## config.mk

```make
export PLATFORM = sky130hd
export DESIGN_NAME = register_writeback
export DESIGN_NICKNAME = d
export VERILOG_FILES = /design/src/rtl/register_writeback_pkg.sv /design/src/rtl/writeback_fifo.sv /design/src/rtl/register_writeback.sv
export SDC_FILE = /design/constraint.sdc
export NUM_CORES = 1
export LEC_CHECK = 0
export CAP_MARGIN = 20
export CORE_AREA = 2 2 143 110
export CTS_CLUSTER_DIAMETER = 30
export DETAILED_ROUTE_END_ITERATION = 7
export DIE_AREA = 0 0 145 112
export PLACE_DENSITY = 0.82
export SYNTH_ARGS = -nofsm -noshare
export SYNTH_HDL_FRONTEND = slang
export SYNTH_HIERARCHICAL = 1
export SYNTH_SLANG_ARGS = --single-unit
export TNS_END_PERCENT = 5
```

## constraint.sdc

```tcl
create_clock -name clock -period 3.46 [get_ports clock]
set_clock_uncertainty 0.1 [all_clocks]
set_input_delay 0.519 -clock clock [delete_from_list [all_inputs] [get_ports clock]]
set_output_delay 0.519 -clock clock [all_outputs]
set_load 0.005 [all_outputs]
```

## src/rtl/register_writeback_pkg.sv

```systemverilog
// register_writeback_pkg: shared entry layout, constants and sizing helper for the writeback queue.
package register_writeback_pkg;
    localparam int DEFAULT_DEPTH      = 4;
    localparam int DEFAULT_DATA_WIDTH = 32;
    localparam int DEFAULT_ADDR_WIDTH = 5;
    localparam int ZERO_REGISTER      = 0;

    typedef struct packed {
        logic [DEFAULT_ADDR_WIDTH-1:0] destiny;
        logic [DEFAULT_DATA_WIDTH-1:0] data;
    } entry_t;

    function automatic int pointer_width(input int depth);
        return $clog2(depth);
    endfunction
endpackage

```

## src/rtl/writeback_fifo.sv

```systemverilog
// writeback_fifo: circular result buffer with wrap-bit pointers, occupancy count and synchronous flush.
module writeback_fifo
    import register_writeback_pkg::*;
#(
    parameter int DEPTH = DEFAULT_DEPTH,
    parameter int WIDTH = DEFAULT_ADDR_WIDTH + DEFAULT_DATA_WIDTH,
    localparam int PW   = pointer_width(DEPTH)
) (
    input  logic             clock,
    input  logic             reset_n,
    input  logic             push,
    input  logic             pop,
    input  logic             flush,
    input  logic [WIDTH-1:0] push_entry,
    output logic [WIDTH-1:0] head,
    output logic             full,
    output logic             empty,
    output logic [PW:0]      count,
    output logic [PW-1:0]    read_index,
    output logic [WIDTH-1:0] entries [DEPTH]
);
    logic [PW:0] read_pointer;
    logic [PW:0] write_pointer;

    assign read_index = read_pointer[PW-1:0];
    assign head       = entries[read_index];
    assign empty      = read_pointer == write_pointer;
    assign full       = read_pointer[PW-1:0] == write_pointer[PW-1:0] && read_pointer[PW] != write_pointer[PW];
    assign count      = write_pointer - read_pointer;

    always_ff @(posedge clock or negedge reset_n) begin
        if (!reset_n) begin
            read_pointer  <= '0;
            write_pointer <= '0;
        end else if (flush) begin
            read_pointer  <= '0;
            write_pointer <= '0;
        end else begin
            if (push) write_pointer <= write_pointer + (PW+1)'(1);
            if (pop)  read_pointer  <= read_pointer + (PW+1)'(1);
        end
    end

    // Storage needs no reset: occupancy is governed entirely by the pointers.
    always_ff @(posedge clock) begin
        if (push && !flush) entries[write_pointer[PW-1:0]] <= push_entry;
    end
endmodule

```

## src/rtl/register_writeback.sv

```systemverilog
// register_writeback: in-order result queue draining onto the register bank write port.
// Optional bypass scan enabled by REGISTER_WRITEBACK_BYPASS_EN.
module register_writeback
    import register_writeback_pkg::*;
#(
    parameter int DEPTH      = DEFAULT_DEPTH,
    parameter int DATA_WIDTH = DEFAULT_DATA_WIDTH,
    parameter int ADDR_WIDTH = DEFAULT_ADDR_WIDTH,
    localparam int PW        = pointer_width(DEPTH)
) (
    input  logic                  clock,
    input  logic                  reset_n,
    input  logic                  result_valid,
    output logic                  result_ready,
    input  logic [ADDR_WIDTH-1:0] result_destiny,
    input  logic [DATA_WIDTH-1:0] result_data,
    input  logic                  write_hold,
    input  logic                  flush,
    output logic                  write_enabled,
    output logic [ADDR_WIDTH-1:0] register_destiny,
    output logic [DATA_WIDTH-1:0] write_data,
    input  logic [ADDR_WIDTH-1:0] register_source1,
    input  logic [ADDR_WIDTH-1:0] register_source2,
    output logic                  bypass_hit1,
    output logic                  bypass_hit2,
    output logic [DATA_WIDTH-1:0] bypass_data1,
    output logic [DATA_WIDTH-1:0] bypass_data2,
    output logic [PW:0]           pending_count
);
    localparam int EW = ADDR_WIDTH + DATA_WIDTH;

    logic          full;
    logic          empty;
    logic          push;
    logic [EW-1:0] head;
    logic [PW-1:0] read_index;
    logic [EW-1:0] entries [DEPTH];

    // Writes to register 0 complete the handshake but are dropped here.
    assign result_ready     = !full;
    assign push             = result_valid && result_ready && !flush && result_destiny != ADDR_WIDTH'(ZERO_REGISTER);
    assign write_enabled    = !empty && !write_hold && !flush;
    assign register_destiny = empty ? '0 : head[DATA_WIDTH +: ADDR_WIDTH];
    assign write_data       = empty ? '0 : head[DATA_WIDTH-1:0];

    writeback_fifo #(.DEPTH(DEPTH), .WIDTH(EW)) fifo (
        .clock      (clock),
        .reset_n    (reset_n),
        .push       (push),
        .pop        (write_enabled),
        .flush      (flush),
        .push_entry ({result_destiny, result_data}),
        .head       (head),
        .full       (full),
        .empty      (empty),
        .count      (pending_count),
        .read_index (read_index),
        .entries    (entries)
    );

`ifdef REGISTER_WRITEBACK_BYPASS_EN
    logic [EW-1:0] slot;

    // Walk oldest to newest so the last match (closest to the tail) wins.
    always_comb begin
        bypass_hit1  = 1'b0;
        bypass_hit2  = 1'b0;
        bypass_data1 = '0;
        bypass_data2 = '0;
        slot         = '0;
        for (int k = 0; k < DEPTH; k++) begin
            slot = entries[read_index + PW'(k)];
            if ((PW+1)'(k) < pending_count && register_source1 != ADDR_WIDTH'(ZERO_REGISTER)
                && slot[DATA_WIDTH +: ADDR_WIDTH] == register_source1) begin
                bypass_hit1  = 1'b1;
                bypass_data1 = slot[DATA_WIDTH-1:0];
            end
            if ((PW+1)'(k) < pending_count && register_source2 != ADDR_WIDTH'(ZERO_REGISTER)
                && slot[DATA_WIDTH +: ADDR_WIDTH] == register_source2) begin
                bypass_hit2  = 1'b1;
                bypass_data2 = slot[DATA_WIDTH-1:0];
            end
        end
    end
`else
    logic unused_bypass;

    assign bypass_hit1  = 1'b0;
    assign bypass_hit2  = 1'b0;
    assign bypass_data1 = '0;
    assign bypass_data2 = '0;

    always_comb begin
        unused_bypass = ^{register_source1, register_source2, read_index};
        for (int k = 0; k < DEPTH; k++) unused_bypass = unused_bypass ^ (^entries[k]);
    end
`endif
endmodule

```

# Word level (Yosys, flattened, before mapping)
# Index checks and enable logic that the tools add are counted.
[word_totals]
register_bits = 154
output_inout_bits = 108
elab_cells = 44
[classes]
addsub = 3
magnitude_cmp = 3
n_eq_ne = 3
muxes = 12
bitwise = 2
reduce_logical = 15
[ops]
columns = ["cell", "count"]
rows = [
  ["$bwmux W148", 1],
  ["$mux W37", 3],
  ["$bmux W37 S2", 1],
  ["$demux W37 S2", 1],
  ["$mux W32", 1],
  ["$mux W3", 4],
  ["$logic_and A1 B1 Y1", 8],
  ["$add A3 B1 Y3 const B", 2],
  ["$ge A3 B3 Y1 const B", 2],
  ["$not A2 Y3", 2],
  ["$mux W5", 1],
  ["$reduce_bool A5 Y1", 1],
  ["$logic_not A1 Y1", 4],
  ["$reduce_bool A2 Y1", 2],
  ["$eq A3 B3 Y1", 1],
  ["$lt A3 B1 Y1 const B", 1],
  ["$sub A3 B3 Y3", 1],
  ["$eq A2 B2 Y1", 1],
  ["$ne A1 B1 Y1", 1],
]

# Logic depth before layout (Yosys ltp)
# Gate-level depths: netlist (run 1).
[logic_depth]
depth_word = 8
ltp_mapped = 10
mapped_depth_nobuf = 8

# Cells and area by module
# The synthesis (run 1) kept the hierarchy.
[by_module_without_submodules]
columns = ["mod", "instances", "cells_each", "area_each_um2", "seq_area_each_um2"]
rows = [
  ["writeback_fifo", 1, 238, 5803.1, 4594.4],
  ["register_writeback", 1, 113, 778.2, 0.0],
]

# Worst setup path after synthesis (run 1)
# Ideal clock, no wire load.
[synth_path]
path_type = "register -> register"
startpoint = "register fifo.read_pointer[1]"
endpoint = "register fifo/entries[0] (netlist bit), enable pin"
setup_time_ns = 0.398
t_arrival_ns = 2.762
setup_slack_ns = 0.200
path_stages_with_launch = 11
period_less_slack_ns = 3.260
path_cell_list = "dfrtp_1 > buf_2 > buf_2 > inv_1 > ha_1 > nand2_1 > nor2b_1 > nor2_1 > o211a_1 > nor2b_1 > and2_1"
[synth_via]
elab_chain_len = 7
[synth_lines]
columns = ["item", "line_no", "text"]
rows = [
  ["start: declaration", "writeback_fifo.sv:22", "logic [PW:0] read_pointer;"],
  ["start signal: assignment", "writeback_fifo.sv:40", "if (pop) read_pointer <= read_pointer + (PW+1)'(1);"],
  ["$eq A2 B2 Y1", "writeback_fifo.sv:28", "assign full = read_pointer[PW-1:0] == write_pointer[PW-1:0] && read_pointer[PW] != write_pointer[PW];"],
  ["$logic_and A1 B1 Y1", "writeback_fifo.sv:28", ""],
  ["named net full", "register_writeback.sv:32", "logic full;"],
  ["$logic_not A1 Y1", "register_writeback.sv:40", "assign result_ready = !full;"],
  ["$logic_and A1 B1 Y1 (3 in a row)", "register_writeback.sv:41", "assign push = result_valid && result_ready && !flush && result_destiny != ADDR_WIDTH'(ZERO_REGISTER);"],
  ["named net push", "register_writeback.sv:34", "logic push;"],
  ["$logic_and A1 B1 Y1", "writeback_fifo.sv:46", "if (push && !flush) entries[write_pointer[PW-1:0]] <= push_entry;"],
  ["end signal: indexed assignment", "writeback_fifo.sv:46", ""],
  ["end: declaration", "writeback_fifo.sv:20", "output logic [WIDTH-1:0] entries [DEPTH]"],
]
# The timed path passes the listed nets, and every way through them passes these cells.
# A chain may end at the register's enable or synchronous reset.

# Worst setup path after layout (run 1)
[layout_path]
startpoint = "register fifo.write_pointer[0]"
endpoint = "output port write_data[22]"
[layout_via]
elab_chain_len = 2
[layout_lines]
columns = ["item", "line_no", "text"]
rows = [
  ["start: declaration", "writeback_fifo.sv:23", "logic [PW:0] write_pointer;"],
  ["start signal: assignment", "writeback_fifo.sv:39", "if (push) write_pointer <= write_pointer + (PW+1)'(1);"],
  ["$eq A3 B3 Y1", "writeback_fifo.sv:27", "assign empty = read_pointer == write_pointer;"],
  ["named net empty", "register_writeback.sv:33", "logic empty;"],
  ["$mux W32", "register_writeback.sv:44", "assign write_data = empty ? '0 : head[DATA_WIDTH-1:0];"],
  ["end: declaration", "register_writeback.sv:21", "output logic [DATA_WIDTH-1:0] write_data,"],
]
# The timed path passes the listed nets, and every way through them passes these cells.

==> reports/results.txt, run 1 <==
Critical Path Start Type = register
# rows = 39
Vias in the first global route = 3135
Clock transition at the registers of the reported paths = 60 ps
Status = complete, no violations
CTS buffer count = 17
Total die area = 0.0162 mm²
Clock buffer depth = 2
Share of cells above drive strength 1 = 17.8%
# IOs = 160
Nets = 504
Synthesized area = 0.00657 mm²
Peak VDD IR = 0.401 mV
Ant. Diodes = 0
CP max-delay cell = nor2_4
First-pass iteration count of the detailed router = 4
Syn Inst Count = 349
Fin crit share = 94.1%
Fin Hold WS = 249 ps
Clock Sinks = 154
Syn-to-layout area delta = 20.8%
Pins Over Slew Limit = 0
# placed instances = 628
Pwr Density = 525 mW/mm²
Clk root buf = clkbuf_16
Routed len/inst = 17.7 µm
Crit path largest cell delay = 540 ps
Slew headroom = 28.3%
Min-Delay Path Class = input port to asynchronous set/reset pin
Worst-Skew Late Latency = 400 ps
PortBufs = 83
Final Setup Violations = 0
Max Clk Rate = 307 MHz
Initial core utilization = 44.1%
Final wirelength = 11.7 mm
Critical path capture point type = output port
CP Cell Sequence = inv_1 -> ha_1 -> nand2_1 -> nor2_4 -> nor2b_1 -> clkdlybuf4s50_1
Yosys warns = 6
CP arrival = 2640 ps
WS Path Type = register to output port
First-pass GRT wire length = 17.8 mm
Final min period = 3250 ps
ANT nets after route = 0
Drt via density = 4.72
Initial antenna violation count = 0
Via count = 3118
Unrepaired setup endpoints after global routing = false
Horiz. Die Dim = 145 µm
Final hold viol count = 0
Max-cap violations = 0
Final Wtd Congestion = 0.716
CTS tree = yes
Final std cells w/o fill = 661
Fill cells = 1163
Iteration-0 DRC Markers = 228
Post CTS Setup Buffer Count = 0
Die Ht = 112 µm
Pleak = 2.68 nW
Core area = 0.0149 mm²
Least-Margin Pin Slew = 1070 ps
Mean Syn Cell Area = 18.8 µm²
Crit Path Max Fanout = 19
DP Wirelength = 6.67 mm
Global route overflow = 0
Setup TNS = 0 ps
Detailed-route DRC error count = 0
R2r worst-path depth = 8
Largest net degree at the start of global routing = 40
Dpl cell area = 0.00736 mm²
Worst path required time = 2840 ps
Overall global routing resource usage = 14.7%
Post-route cell area = 0.00793 mm²
Htree depth = 4
==> critical path, delay by kind of cell, from the launching register on <==
| kind | cells | cell delay (ps) |
|---|---|---|
| DFF | 1 | 410 |
| buffers and inverters | 2 | 610 |
| and+or+nand+nor | 3 | 890 |
| adders and majority gates | 1 | 310 |
==> through the flow <==
step                      worst slack, ps  total power [mW]  util [%]
after floorplan                       223              2.34         -
after global placement                377              2.48      49.4
after detailed placement              322              2.49      49.4
after CTS                            -108              4.19      53.1
after global routing                 11.2              4.30      53.3
final                                 206              4.16      53.3
==> cell usage in the layout (no fill, tap or decap), types with 5 or more instances in the layout <==
| cell | count |
|---|---|
| dlygate4sd2_1 | 9 |
| nor2_1 | 5 |
| inv_1 | 6 |
| edfxtp_1 | 148 |
| nor2b_1 | 39 |
| ha_1 | 7 |
| conb_1 | 66 |
| clkbuf_16 | 17 |
| mux4_2 | 37 |
| clkdlybuf4s50_1 | 74 |
==> final timing paths <==
| kind | start | end | slack, ps |
|---|---|---|---|
| setup / recovery | fifo/write_pointer[0] | write_data[22] | 210 |
| hold / removal | reset_n | fifo/read_pointer[2] | 250 |
| setup reg to reg | fifo/write_pointer[0] | fifo/entries[29] | 250 |
| hold reg to reg | fifo/read_pointer[2] | fifo/read_pointer[2] | 490 |
| max in group asynchronous | reset_n | fifo/read_pointer[1] | 2780 |
| min in group clock | fifo/read_pointer[2] | fifo/read_pointer[2] | 490 |
==> power breakdown <==
part	total, mW	internal (mW)	switching [mW]
combinational	0.371	0.194	0.177
sequential	2.08	2.07	0.00731
clock	1.71	0.996	0.718
==> area by class of cell <==
class / count / area [µm²] / share of cell area, %
multi-input combinational: 177 / 1630 / 20.6
tap: 205 / 256 / 3.23
sequential: 154 / 4600 / 57.9
inverter: 6 / 22.5 / 0.284
timing repair buffer: 88 / 873 / 11.0
clock buffer: 19 / 433 / 5.46
clock inverter: 12 / 120 / 1.51
==> repair_timing <==
| item | CTS | global route |
|---|---|---|
| gates resized for setup | 9 | 2 |
| pin swaps | 0 | 1 |
| hold buffers | 0 | 0 |
| setup endpoints to repair | 18 | 31 |
| cloned | 0 | 1 |
| hold endpoints to repair | 0 | 0 |
==> registers in the layout, indices dropped and copies added (netlist names) <==
signal,flops
fifo/write_pointer,3
fifo/entries,148
fifo/read_pointer,3
==> routing by layer <==
layer	wire [µm]	GRT usage, %
met5	0	0
met3	874	4.84
met2	5780	24.2
met4	56	4.55
met1	4990	18.8
(Power assumes the default switching activity.)
==> run 2, diff against run 1 <==
--- a/config.mk
+++ b/config.mk
@@ -11,6 +11,7 @@
 export DETAILED_ROUTE_END_ITERATION = 7
 export DIE_AREA = 0 0 145 112
 export PLACE_DENSITY = 0.82
+export REMOVE_ABC_BUFFERS = 1
 export SYNTH_ARGS = -nofsm -noshare
 export SYNTH_HDL_FRONTEND = slang
 export SYNTH_HIERARCHICAL = 1
==> run 2 against run 1 <==
Critical path depth shrank 2. Sequential power hardly changed. Die area unchanged. First-iteration DRC count shrank 57%. Critical path type unchanged. Critical endpoint is now write_data[26].
==> reports/results.txt, run 2 (synthesis gave the netlist of run 1 again) <==
CTS buffer count = 17
First-pass iteration count of the detailed router = 4
# rows = 39
Overall global routing resource usage = 14.0%
Pins Over Slew Limit = 0
R2r setup slk = 410 ps
Commonest non-fill, non-tap cells in the layout = 148 x edfxtp_1, 83 x clkdlybuf4s50_1, 66 x conb_1
Core area = 0.0149 mm²
Die Ht = 112 µm
Peak VDD IR = 0.325 mV
Commonest non-fill, non-tap cell in the layout = edfxtp_1
Max reg flops = 148
CP arrival = 2670 ps
Least-Margin Pin Slew = 1050 ps
DP Wirelength = 6.57 mm
Pleak = 2.63 nW
Min-Delay Path Class = input port to asynchronous set/reset pin
Detailed-route DRC error count = 0
ANT nets after route = 0
Largest net degree at the start of global routing = 40
Final Wtd Congestion = 0.691
First-pass GRT wire length = 16.9 mm
Share of cells above drive strength 1 = 16.5%
Drt via density = 4.67
R2R Path Start = fifo/write_pointer[0]
Vias in the first global route = 3198
Syn-to-layout area delta = 20.3%
Critical Path Start Type = register
Pwr Density = 521 mW/mm²
Nets = 502
Clock transition at the registers of the reported paths = 60 ps
R2r worst-path depth = 8
Via count = 3082
Status = complete, no violations
CTS tree = yes
Dpl cell area = 0.00736 mm²
Final hold viol count = 0
Final Setup Violations = 0
Htree depth = 4
Critical path capture point type = output port
CP Cell Sequence = buf_4 -> mux4_2 -> nor2b_1 -> clkdlybuf4s50_1
Total die area = 0.0162 mm²
Iteration-0 DRC Markers = 97
Final std cells w/o fill = 660
Final min period = 3280 ps
# placed instances = 628
Clock buffer depth = 2
Ant. Diodes = 0
Total power = 4.11 mW
Buffers & Inverters on Critical Path = 2
Final wirelength = 11.0 mm
Reg2reg end = fifo/entries[42]
Max Clk Rate = 304 MHz
Global route overflow = 0
Crit path largest cell delay = 600 ps
WS Path Type = register to output port
Clk root buf = clkbuf_16
Crit Path Max Fanout = 39
Post-route cell area = 0.00790 mm²
Horiz. Die Dim = 145 µm
Slew headroom = 30.1%
CP delay by family, top = buffers and inverters
Fin crit share = 94.9%
Worst path required time = 2840 ps
Final Util = 53.1%
Unrepaired setup endpoints after global routing = false
# IOs = 160
PortBufs = 83
CP max-delay cell = buf_4
Worst-Skew Late Latency = 410 ps
Routed len/inst = 16.6 µm
Hold-fix buffers, CTS = 0
Initial antenna violation count = 0
Clock Sinks = 154
Max-cap violations = 0
Initial core utilization = 44.1%
-- run 2: report_power, final --
part / switching [mW] / internal [mW] / leakage (nW)
Combinational: 0.164 / 0.202 / 0.957
Sequential: 0.00693 / 2.07 / 1.42
Clock: 0.686 / 0.983 / 0.253
Total: 0.856 / 3.26 / 2.63
-- run 2: worst reg2reg max path: cells and delay by family, from the launching register on --
family                   cells  cell delay, ps
adder cells (fa/ha/maj)      1             310
buffers and inverters        1             100
flip-flops                   1             410
AO/OA/AOI/OAI                1             270
AND/OR/NAND/NOR              5            1440
-- run 2: metal layers --
metal	wire length [µm]	GRT usage, %
met1	4670	17.4
met2	5540	23.6
met3	672	4.88
met4	82	3.96
met5	0	0
-- run 2: what timing repair did --
action                     4_1_cts  5_1_grt
setup buffers                    0        0
resized for setup                0        2
setup endpoints to repair        0       11
-- run 2: cell type report --
cell class / count / area [µm²]
Inverter: 6 / 22.5
Clock buffer: 20 / 437
Multi-Input combinational cell: 176 / 1620
Tap cell: 205 / 256
Fill cell: 1199 / 6980
Clock inverter: 12 / 98.8
Sequential cell: 154 / 4600
Timing Repair Buffer: 87 / 865
-- run 2: how the worst max path moves through the flow --
stage,from,end,slack [ps],depth (start not counted)
after global routing,fifo/read_pointer[0],write_data[26],10,4
final,fifo/read_pointer[0],write_data[26],180,4
after CTS,fifo/write_pointer[0],write_enabled,60,6
after global placement,result_destiny[3],fifo/entries[24],410,5
after detailed placement,result_destiny[3],fifo/entries[135],320,5
after floorplan,fifo/read_pointer[0],write_enabled,-740,4
-- run 2: stage by stage --
stage               TNS, ps  hold WS [ps]  setup WS [ps]
floorplan           -126860           123           -740
global placement          0           455            412
detailed placement        0           467            320
CTS                       0           247           62.7
global route              0           248           10.9
finish                    0           253            175
==> run 3, diff against run 2 <==
--- a/config.mk
+++ b/config.mk
@@ -10,7 +10,7 @@
 export CTS_CLUSTER_DIAMETER = 30
 export DETAILED_ROUTE_END_ITERATION = 7
 export DIE_AREA = 0 0 145 112
-export PLACE_DENSITY = 0.82
+export PLACE_DENSITY_LB_ADDON = 0.3
 export REMOVE_ABC_BUFFERS = 1
 export SYNTH_ARGS = -nofsm -noshare
 export SYNTH_HDL_FRONTEND = slang
==> run 3 against run 2 <==
Sequential share of layout area shrank 0.80 points. Clock-buffer cell count is the same. Register-to-register slack lost 30 ps. Fmax grew 1.3%. Global-route usage grew 0.57 points. Flip-flop and latch count is the same. Via count shrank 1.4%. Total power grew 7.3%. Combinational power grew 2%. Core utilization grew 0.74 points. Critical path type unchanged. Highest routed layer unchanged.
==> reports/results.txt, run 3 (synthesis gave the netlist of run 1 again) <==
Status = complete, no violations
Max Clk Rate = 308 MHz
Unrepaired setup endpoints after global routing = false
Drt via density = 4.60
Fill cells = 1191
Pwr Density = 551 mW/mm²
CP arrival = 2620 ps
DP Wirelength = 6.74 mm
Overall global routing resource usage = 14.6%
Detailed-route DRC error count = 0
Clock buffer depth = 2
Global route overflow = 0
# rows = 39
# IOs = 160
Critical Path Start Type = register
Final hold viol count = 0
Worst setup margin = 217 ps
Final min period = 3240 ps
WS Path Type = register to output port
Buffers & Inverters on Critical Path = 3
First-pass iteration count of the detailed router = 4
Nets = 503
# resized after CTS = 0
Final Setup Violations = 0
Area of the multi-input gates = 0.00162 mm²
Die Ht = 112 µm
Fin Hold WS = 259 ps
Pins Over Slew Limit = 0
Worst path required time = 2840 ps
Fin crit share = 93.7%
Max-cap violations = 0
Clock transition at the registers of the reported paths = 60 ps
Clock Sinks = 154
Dpl cell area = 0.00736 mm²
CP delay by family, top = buffers and inverters
Worst slack at placement = 333 ps
Share of cells above drive strength 1 = 17.8%
Via count = 3039
Crit path from = fifo/write_pointer[0]
Commonest non-fill, non-tap cell in the layout = edfxtp_1
ANT nets after route = 0
Final wirelength = 11.3 mm
Commonest non-fill, non-tap cells in the layout = 148 x edfxtp_1, 83 x clkdlybuf4s50_1, 66 x conb_1
CTS buffer count = 17
Syn-to-layout area delta = 22.0%
Largest net degree at the start of global routing = 40
Initial core utilization = 44.1%
Clk root buf = clkbuf_16
Total die area = 0.0162 mm²
Max reg flops = 148
CP Cell Sequence = inv_1 -> ha_1 -> nand2_1 -> nor2_4 -> buf_6 -> nor2b_1 -> clkdlybuf4s50_1
First-pass GRT wire length = 17.3 mm
Core area = 0.0149 mm²
Slew headroom = 29.4%
CP max-delay cell = nor2_4
CTS tree = yes
Crit path largest cell delay = 480 ps
Horiz. Die Dim = 145 µm
PortBufs = 83
Crit Path Max Fanout = 19
Critical path capture point type = output port
Least-Margin Pin Slew = 1060 ps
Worst-Skew Late Latency = 410 ps
Vias in the first global route = 3184
Storage cell area = 0.00460 mm²
Iteration-0 DRC Markers = 217
Ant. Diodes = 0
Pleak = 2.68 nW
Hold-fix buffers, CTS = 0
Min-Delay Path Class = input port to asynchronous set/reset pin
Htree depth = 4
Peak VDD IR = 0.418 mV
Initial antenna violation count = 0
Post CTS Setup Buffer Count = 0
Post-route cell area = 0.00801 mm²
Final Wtd Congestion = 0.720
Routed len/inst = 17.1 µm
R2R Path Start = fifo/write_pointer[0]
## run 3: changes by cell type in the layout (fill, tap and decap cells not counted), sizes merged
cell and delta:
buf +1, bufinv +4, clkinv -1, inv -3
## run 3: metal layers
layer | vias up | share of wire (%) | global-route usage, %
met2 | 113 | 49 | 23.3
li1 | 1386 | - | -
met1 | 1531 | 43 | 18.8
met5 | - | 0 | 0
met4 | 0 | 0.86 | 5.54
met3 | 9 | 6.6 | 4.71
## run 3: area by class of cell
type | instances | area share [%]
Clock buffer | 20 | 5.45
Clock inverter | 12 | 2.47
Inverter | 6 | 0.281
Multi-Input combinational cell | 176 | 20.3
Sequential cell | 154 | 57.4
Tap cell | 205 | 3.20
Timing Repair Buffer | 88 | 10.9
## run 3: stage by stage
| stage | setup TNS [ps] | util, % | power [mW] | instances |
|---|---|---|---|---|
| floorplan | -126860 | - | 2.27 | 336 |
| global placement | 0 | 49.5 | 2.49 | 629 |
| detailed placement | 0 | 49.5 | 2.49 | 629 |
| CTS | 0 | 53.7 | 4.46 | 661 |
| global route | 0 | 53.8 | 4.57 | 661 |
| finish | 0 | 53.8 | 4.41 | 661 |
## run 3: final timing paths
| check | endpoint | slack (ps) | cells after the start |
|---|---|---|---|
| min | fifo/read_pointer[2] | 260 | 1 |
| max | write_data[13] | 220 | 7 |
| min reg2reg | fifo/read_pointer[2] | 490 | 2 |
| max in group asynchronous | fifo/read_pointer[0] | 2750 | 1 |
| min in group clock | fifo/read_pointer[2] | 490 | 2 |
| max reg2reg | fifo/entries[6] | 380 | 8 |
## run 3: report_power, final
part	switching, mW	internal [mW]	total, mW
combinational	0.169	0.204	0.373
sequential	0.00712	2.07	2.08
clock	0.684	1.28	1.96
total	0.860	3.55	4.41
